**src/rtl/chan_sel_ctrl_pkg.sv**
```systemverilog
// Shared types and defaults for the channel-select grant controller.
package chan_sel_ctrl_pkg;

    typedef enum logic [1:0] {
        ST_IDLE  = 2'd0,
        ST_CHECK = 2'd1,
        ST_GRANT = 2'd2,
        ST_DONE  = 2'd3
    } state_e;

    localparam int SEL_W_DEF   = 3;
    localparam int CNT_W_DEF   = 7;
    localparam int TIMEOUT_DEF = 15;
    localparam int TMR_W       = 8;

endpackage

```
**src/rtl/chan_sel_ctrl_if.sv**
```systemverilog
// Request/grant and counter bus of chan_sel_ctrl; to_err exists only with CHAN_SEL_CTRL_TIMEOUT_EN.
interface chan_sel_if
    import chan_sel_ctrl_pkg::*;
#(
    parameter int SEL_W = SEL_W_DEF,
    parameter int CNT_W = CNT_W_DEF
);
    localparam int NCH = 1 << SEL_W;

    logic             en;
    logic             req;
    logic [SEL_W-1:0] sel;
    logic [NCH-1:0]   chan_busy;
    logic             ack;
    logic             cnt_load;
    logic [CNT_W-1:0] cnt_din;
    logic [NCH-1:0]   grant;
    logic             grant_vld;
    logic             rej;
    logic [CNT_W-1:0] cnt_q;
    logic             cnt_wrap;
    logic [1:0]       st;
`ifdef CHAN_SEL_CTRL_TIMEOUT_EN
    logic             to_err;
`endif

    modport master (
        output en, req, sel, chan_busy, ack, cnt_load, cnt_din,
        input  grant, grant_vld, rej, cnt_q, cnt_wrap, st
`ifdef CHAN_SEL_CTRL_TIMEOUT_EN
        , input to_err
`endif
    );

    modport slave (
        input  en, req, sel, chan_busy, ack, cnt_load, cnt_din,
        output grant, grant_vld, rej, cnt_q, cnt_wrap, st
`ifdef CHAN_SEL_CTRL_TIMEOUT_EN
        , output to_err
`endif
    );
endinterface

```
**src/rtl/chan_sel_ctrl_cnt.sv**
```systemverilog
// Loadable wrapping counter; load beats increment, wrap pulses with the all-ones to zero step.
// Latency: 1 cycle. Backpressure: en low freezes q and suppresses wrap.
module chan_sel_cnt #(
    parameter int W = 7
) (
    input  logic         clock,
    input  logic         reset,
    input  logic         en,
    input  logic         load,
    input  logic [W-1:0] din,
    input  logic         inc,
    output logic [W-1:0] q,
    output logic         wrap
);
    always_ff @(posedge clock) begin
        if (reset) begin
            q    <= '0;
            wrap <= 1'b0;
        end else if (!en) begin
            wrap <= 1'b0;
        end else if (load) begin
            q    <= din;
            wrap <= 1'b0;
        end else if (inc) begin
            q    <= q + 1'b1;
            wrap <= &q;
        end else begin
            wrap <= 1'b0;
        end
    end
endmodule

```
**src/rtl/chan_sel_ctrl.sv**
```systemverilog
// Channel-select grant FSM with grant counter; optional GRANT timeout via CHAN_SEL_CTRL_TIMEOUT_EN.
// Latency: req to grant 2 edges, minimum transaction 4 cycles; rej is combinational in CHECK.
// Backpressure: en low freezes all state and counter, masks rej/cnt_wrap/to_err.
module chan_sel_ctrl
    import chan_sel_ctrl_pkg::*;
#(
    parameter int SEL_W   = SEL_W_DEF,
    parameter int CNT_W   = CNT_W_DEF,
    parameter int TIMEOUT = TIMEOUT_DEF
) (
    input  logic      clock,
    input  logic      reset,
    chan_sel_if.slave bus
);
    localparam int NCH = 1 << SEL_W;

    localparam logic [1:0] S_IDLE  = ST_IDLE;
    localparam logic [1:0] S_CHECK = ST_CHECK;
    localparam logic [1:0] S_GRANT = ST_GRANT;
    localparam logic [1:0] S_DONE  = ST_DONE;

    if (TIMEOUT < 1 || TIMEOUT >= (1 << TMR_W)) begin : g_bad_timeout
        $error("chan_sel_ctrl: TIMEOUT out of range");
    end

    logic [1:0]       st_q;
    logic [SEL_W-1:0] sel_r;
    logic [NCH-1:0]   grant_q;
    logic             grant_vld_q;
    logic [NCH-1:0]   onehot;

    assign onehot = {{(NCH-1){1'b0}}, 1'b1} << sel_r;

`ifdef CHAN_SEL_CTRL_TIMEOUT_EN
    localparam logic [TMR_W-1:0] TMR_LAST = TMR_W'(TIMEOUT - 1);
    logic [TMR_W-1:0] timer_q;
    logic             to_err_q;
`endif

    always_ff @(posedge clock) begin
        if (reset) begin
            st_q        <= S_IDLE;
            sel_r       <= '0;
            grant_q     <= '0;
            grant_vld_q <= 1'b0;
`ifdef CHAN_SEL_CTRL_TIMEOUT_EN
            timer_q     <= '0;
            to_err_q    <= 1'b0;
`endif
        end else if (bus.en) begin
`ifdef CHAN_SEL_CTRL_TIMEOUT_EN
            to_err_q <= 1'b0;
`endif
            case (st_q)
                S_IDLE: begin
                    if (bus.req) begin
                        sel_r <= bus.sel;
                        st_q  <= S_CHECK;
                    end
                end
                S_CHECK: begin
                    if (bus.chan_busy[sel_r]) begin
                        st_q <= S_IDLE;
                    end else begin
                        grant_q     <= onehot;
                        grant_vld_q <= 1'b1;
                        st_q        <= S_GRANT;
`ifdef CHAN_SEL_CTRL_TIMEOUT_EN
                        timer_q     <= '0;
`endif
                    end
                end
                S_GRANT: begin
                    // ack is checked first so it wins over a coincident timeout
                    if (bus.ack) begin
                        grant_q     <= '0;
                        grant_vld_q <= 1'b0;
                        st_q        <= S_DONE;
                    end
`ifdef CHAN_SEL_CTRL_TIMEOUT_EN
                    else if (timer_q == TMR_LAST) begin
                        grant_q     <= '0;
                        grant_vld_q <= 1'b0;
                        to_err_q    <= 1'b1;
                        st_q        <= S_IDLE;
                    end else begin
                        timer_q <= timer_q + 1'b1;
                    end
`endif
                end
                default: st_q <= S_IDLE;
            endcase
        end
`ifdef CHAN_SEL_CTRL_TIMEOUT_EN
        else begin
            to_err_q <= 1'b0;
        end
`endif
    end

    chan_sel_cnt #(.W(CNT_W)) u_cnt (
        .clock (clock),
        .reset (reset),
        .en    (bus.en),
        .load  (bus.cnt_load),
        .din   (bus.cnt_din),
        .inc   (st_q == S_DONE),
        .q     (bus.cnt_q),
        .wrap  (bus.cnt_wrap)
    );

    assign bus.grant     = grant_q;
    assign bus.grant_vld = grant_vld_q;
    assign bus.rej       = bus.en && (st_q == S_CHECK) && bus.chan_busy[sel_r];
    assign bus.st        = st_q;
`ifdef CHAN_SEL_CTRL_TIMEOUT_EN
    assign bus.to_err    = to_err_q;
`endif
endmodule
```
**src/flat_wrapper.sv**
```systemverilog
// flat-port wrapper written by rule: the top's interface ports become plain ports
module chan_sel_ctrl_flat import chan_sel_ctrl_pkg::*;
#(
    parameter int SEL_W   = SEL_W_DEF,
    parameter int CNT_W   = CNT_W_DEF,
    parameter int TIMEOUT = TIMEOUT_DEF
)
  (clock, reset, bus_en, bus_req, bus_sel, bus_chan_busy, bus_ack, bus_cnt_load, bus_cnt_din, bus_grant, bus_grant_vld, bus_rej, bus_cnt_q, bus_cnt_wrap, bus_st);
  chan_sel_if #(.SEL_W(SEL_W), .CNT_W(CNT_W)) bus_i ();
  input  logic clock;
  input  logic reset;
  input wire logic [$bits(bus_i.en)-1:0] bus_en;
  input wire logic [$bits(bus_i.req)-1:0] bus_req;
  input wire logic [$bits(bus_i.sel)-1:0] bus_sel;
  input wire logic [$bits(bus_i.chan_busy)-1:0] bus_chan_busy;
  input wire logic [$bits(bus_i.ack)-1:0] bus_ack;
  input wire logic [$bits(bus_i.cnt_load)-1:0] bus_cnt_load;
  input wire logic [$bits(bus_i.cnt_din)-1:0] bus_cnt_din;
  output wire logic [$bits(bus_i.grant)-1:0] bus_grant;
  output wire logic [$bits(bus_i.grant_vld)-1:0] bus_grant_vld;
  output wire logic [$bits(bus_i.rej)-1:0] bus_rej;
  output wire logic [$bits(bus_i.cnt_q)-1:0] bus_cnt_q;
  output wire logic [$bits(bus_i.cnt_wrap)-1:0] bus_cnt_wrap;
  output wire logic [$bits(bus_i.st)-1:0] bus_st;
  assign bus_i.en = bus_en;
  assign bus_i.req = bus_req;
  assign bus_i.sel = bus_sel;
  assign bus_i.chan_busy = bus_chan_busy;
  assign bus_i.ack = bus_ack;
  assign bus_i.cnt_load = bus_cnt_load;
  assign bus_i.cnt_din = bus_cnt_din;
  assign bus_grant = bus_i.grant;
  assign bus_grant_vld = bus_i.grant_vld;
  assign bus_rej = bus_i.rej;
  assign bus_cnt_q = bus_i.cnt_q;
  assign bus_cnt_wrap = bus_i.cnt_wrap;
  assign bus_st = bus_i.st;
  chan_sel_ctrl #(.SEL_W(SEL_W), .CNT_W(CNT_W), .TIMEOUT(TIMEOUT)) u_core (.clock(clock), .reset(reset), .bus(bus_i));
endmodule
```
**config.mk**
```make
export PLATFORM = sky130hd
export DESIGN_NAME = chan_sel_ctrl_flat
export DESIGN_NICKNAME = d
export VERILOG_FILES = /design/src/rtl/chan_sel_ctrl_pkg.sv /design/src/rtl/chan_sel_ctrl_if.sv /design/src/rtl/chan_sel_ctrl_cnt.sv /design/src/rtl/chan_sel_ctrl.sv /design/src/flat_wrapper.sv
export SDC_FILE = /design/constraint.sdc
export NUM_CORES = 1
export LEC_CHECK = 0
export ABC_AREA = 0
export CAP_MARGIN = 20
export CORE_UTILIZATION = 30
export DETAILED_ROUTE_END_ITERATION = 12
export GPL_ROUTABILITY_DRIVEN = 0
export PLACE_DENSITY = 0.62
export SKIP_CTS_REPAIR_TIMING = 1
export SLEW_MARGIN = 10
export SYNTH_ARGS = -nofsm -noshare
export SYNTH_HDL_FRONTEND = slang
export SYNTH_HIERARCHICAL = 1
export SYNTH_SLANG_ARGS = --single-unit
```
**constraint.sdc**
```tcl
create_clock -name clock -period 3.01 [get_ports clock]
set_clock_uncertainty 0.2 [all_clocks]
set_input_delay 0.602 -clock clock [delete_from_list [all_inputs] [get_ports clock]]
set_output_delay 0.602 -clock clock [all_outputs]
set_load 0.005 [all_outputs]
```
==> results.toml <==
[status]
status = "finished, final reports clean"

[power_and_ir_drop]
seq_power_share_pct = 52.1
switching_share_pct = 24.55
vdd_drop_max_v = 0.0001351
internal_power_uw = 457.8
power.total_uw = 606.9
powerDensity_nw_per_um2 = 357.7
power.net_switching_uw = 149.0
leakagePower_uw = 0.0006341
clkPwrFrac_pct = 29.4
combPwrFrac_pct = 18.5

[grt]
antenna_found_initial = 0
track_usage_pct = 15.12
grt_max_degree = 20
grt_pass1_wl_um = 5016
grt_pass1_vias = 1077
gr-total-overflow = 0

[placed_design]
port_buffers = 43
dp_slack_ps = 127.4
dp_hpwl_um = 2304

[synth]
syn-instance-count = 137
synth-seq-area-share_pct = 36.86
syn_nets = 162
synth_flop_cell = "dfxtp_1"
syn_area_per_cell_um2 = 8.722
synth_edf_count = 0
synth_area_um2 = 1195
async_flop_share_pct = 0
synth.distinct_cells = 39
ys.warnings.count = 6
synth_seq_cells = 22

[worst_setup_path]
cp.arrival_ps = 2070
max_stage_delay_ps = 500
criticalPathCategory = "input pin to primary output"
required_ps = 2210
path_delay_family = "buffers and inverters"
crit_chain = "clkdlybuf4s50_1 -> nand2_1 -> or2_2 -> nor2_1 -> clkdlybuf4s50_1"
path_max_fanout = 2
cp-start-kind = "input pin"
crit_top_cell = "clkdlybuf4s50_1"
slowest_stage = "clkdlybuf4s50_1"
cp_num_buf_inv = 2
end_kind = "primary output"

[route]
vias_per_cell = 4.969
first_pass_iters = 4
wl_um = 2987
post-route-drc-count = 0
postRouteAntennaNets = 0
drt-initial-drc-count = 38
wl_per_cell_um = 13.10
dr_total_vias = 1133

[layout]
nNetsFinal = 207
final_common_cell = "clkdlybuf4s50_1"
final_cell_mix = "clkdlybuf4s50_1, dfxtp_1, nand2_1"
drive_gt1_share_pct = 6.667
final_util_pct = 45.32
area_growth_pct = 41.99
num_antenna_cells = 0

[clocking]
cts.sinks = 22
htree_levels = 1
cts_tree = "built"
clk-insertion-delay-late_ps = 250
clk_pin_slew_ps = 80
numCtsBuffers = 3
root_buffer = "clkbuf_8"
cts_buffer_depth = 2

[die]
coreArea_um2 = 3744
fp.dieH_um = 65.11
initial_utilization_pct = 31.92
rows = 22
pin_count = 44
die_w_um = 65.11
die_area_um2 = 4239

[timing]
post-route-min-period_ps = 2873
tns_ps = 0
finalHoldViolations = 0
relSlewSlack_pct = 56.35
min_period_over_period_pct = 95.45
holdWs_ps = 261.7
layout_setup_ws_ps = 136.9
drv_slew = 0
fmax_mhz = 348.1
worstMarginPinSlew_ps = 651.8
rsz0062_at_grt = "false"
setup_violations = 0

[run]
maxCapViolCount = 0

[worst_hold_path]
hold_class = "register to register"
-- flip-flops by register name, summed over array words and instances (netlist names) --
signal	cells
u_core/bus.grant	8
u_core/u_cnt/q	7
u_core/sel_r	3
u_core/bus.st	2
u_core/bus.grant_vld	1
u_core/u_cnt/wrap	1
-- synth_stat cells (all sizes together), types with 2 or more instances --
| cell type | count | share of area (%) |
|---|---|---|
| a211oi | 2 | 1.3 |
| a21oi | 4 | 1.7 |
| a22oi | 2 | 1.3 |
| a31o | 2 | 1.5 |
| a31oi | 4 | 2.1 |
| and3 | 2 | 1.2 |
| buf | 6 | 4.4 |
| dfxtp | 22 | 37 |
| mux2i | 17 | 14 |
| nand2 | 19 | 6.0 |
| nand2b | 2 | 1.0 |
| nand3 | 10 | 4.2 |
| nand3b | 4 | 2.5 |
| nand4b | 2 | 1.5 |
| nor2 | 11 | 3.5 |
| nor2b | 4 | 2.1 |
| nor3 | 2 | 0.84 |
| o211ai | 2 | 1.3 |
| o21ai | 4 | 2.0 |
-- power by group through the flow --
stage / combinational, uW / clock (uW) / sequential [uW]
finish: 113 / 178 / 316
global route: 124 / 202 / 318
CTS: 114 / 187 / 316
detailed placement: 113 / 0 / 323
global placement: 110 / 0 / 322
floorplan: 56.4 / 0 / 318
-- metal layers --
| metal | vias up | routed length [um] | track usage, % |
|---|---|---|---|
| met4 | 0 | 27 | 6.522 |
| li1 | 586 | - | - |
| met5 | - | 0 | 0 |
| met1 | 518 | 1380 | 20.32 |
| met2 | 27 | 1456 | 24.48 |
| met3 | 2 | 123 | 1.563 |
-- logic make-up after synthesis --
family | Yosys count | synth area share, %
and+or+nand+nor | 62 | 26.08
AOI/OAI and AO/OA | 27 | 16.13
buffers and inverters | 7 | 4.712
DFF | 22 | 36.86
muxes | 18 | 15.18
adders and majority gates | 1 | 1.047
-- worst register-to-register path, cell delays in order (launching register included) --
cell and delay [ps]:
dfxtp_1 610, mux2i_1 150, a22oi_1 230, a31o_1 530, mux2i_1 250
-- through the flow --
step,cell area [um2],instances
detailed placement,1655,225
global route,1697,228
CTS,1697,228
finish,1697,228
floorplan,1195,137
global placement,1655,225
-- cell type report --
cell class	count	area [um2]
clock buffer	3	41.29
fill	377	2047
inverter	1	3.754
multi-input combinational	108	698.2
sequential	22	440.4
tap	48	60.06
timing repair buffer	46	452.9
-- worst paths after layout --
path | startpoint | end | slack, ps | cells after the start
worst min-delay path | u_core/bus.grant[7]$_SDFFE_PP0P_ | u_core/bus.grant[7]$_SDFFE_PP0P_ | 260 | 2
worst max-delay path | bus_en | bus_rej | 140 | 5
worst max register to register | u_core/sel_r[1]$_SDFFE_PP0P_ | u_core/bus.grant[6]$_SDFFE_PP0P_ | 970 | 4
worst min register to register | u_core/bus.grant[7]$_SDFFE_PP0P_ | u_core/bus.grant[7]$_SDFFE_PP0P_ | 260 | 2
(Power assumes the default switching activity.)
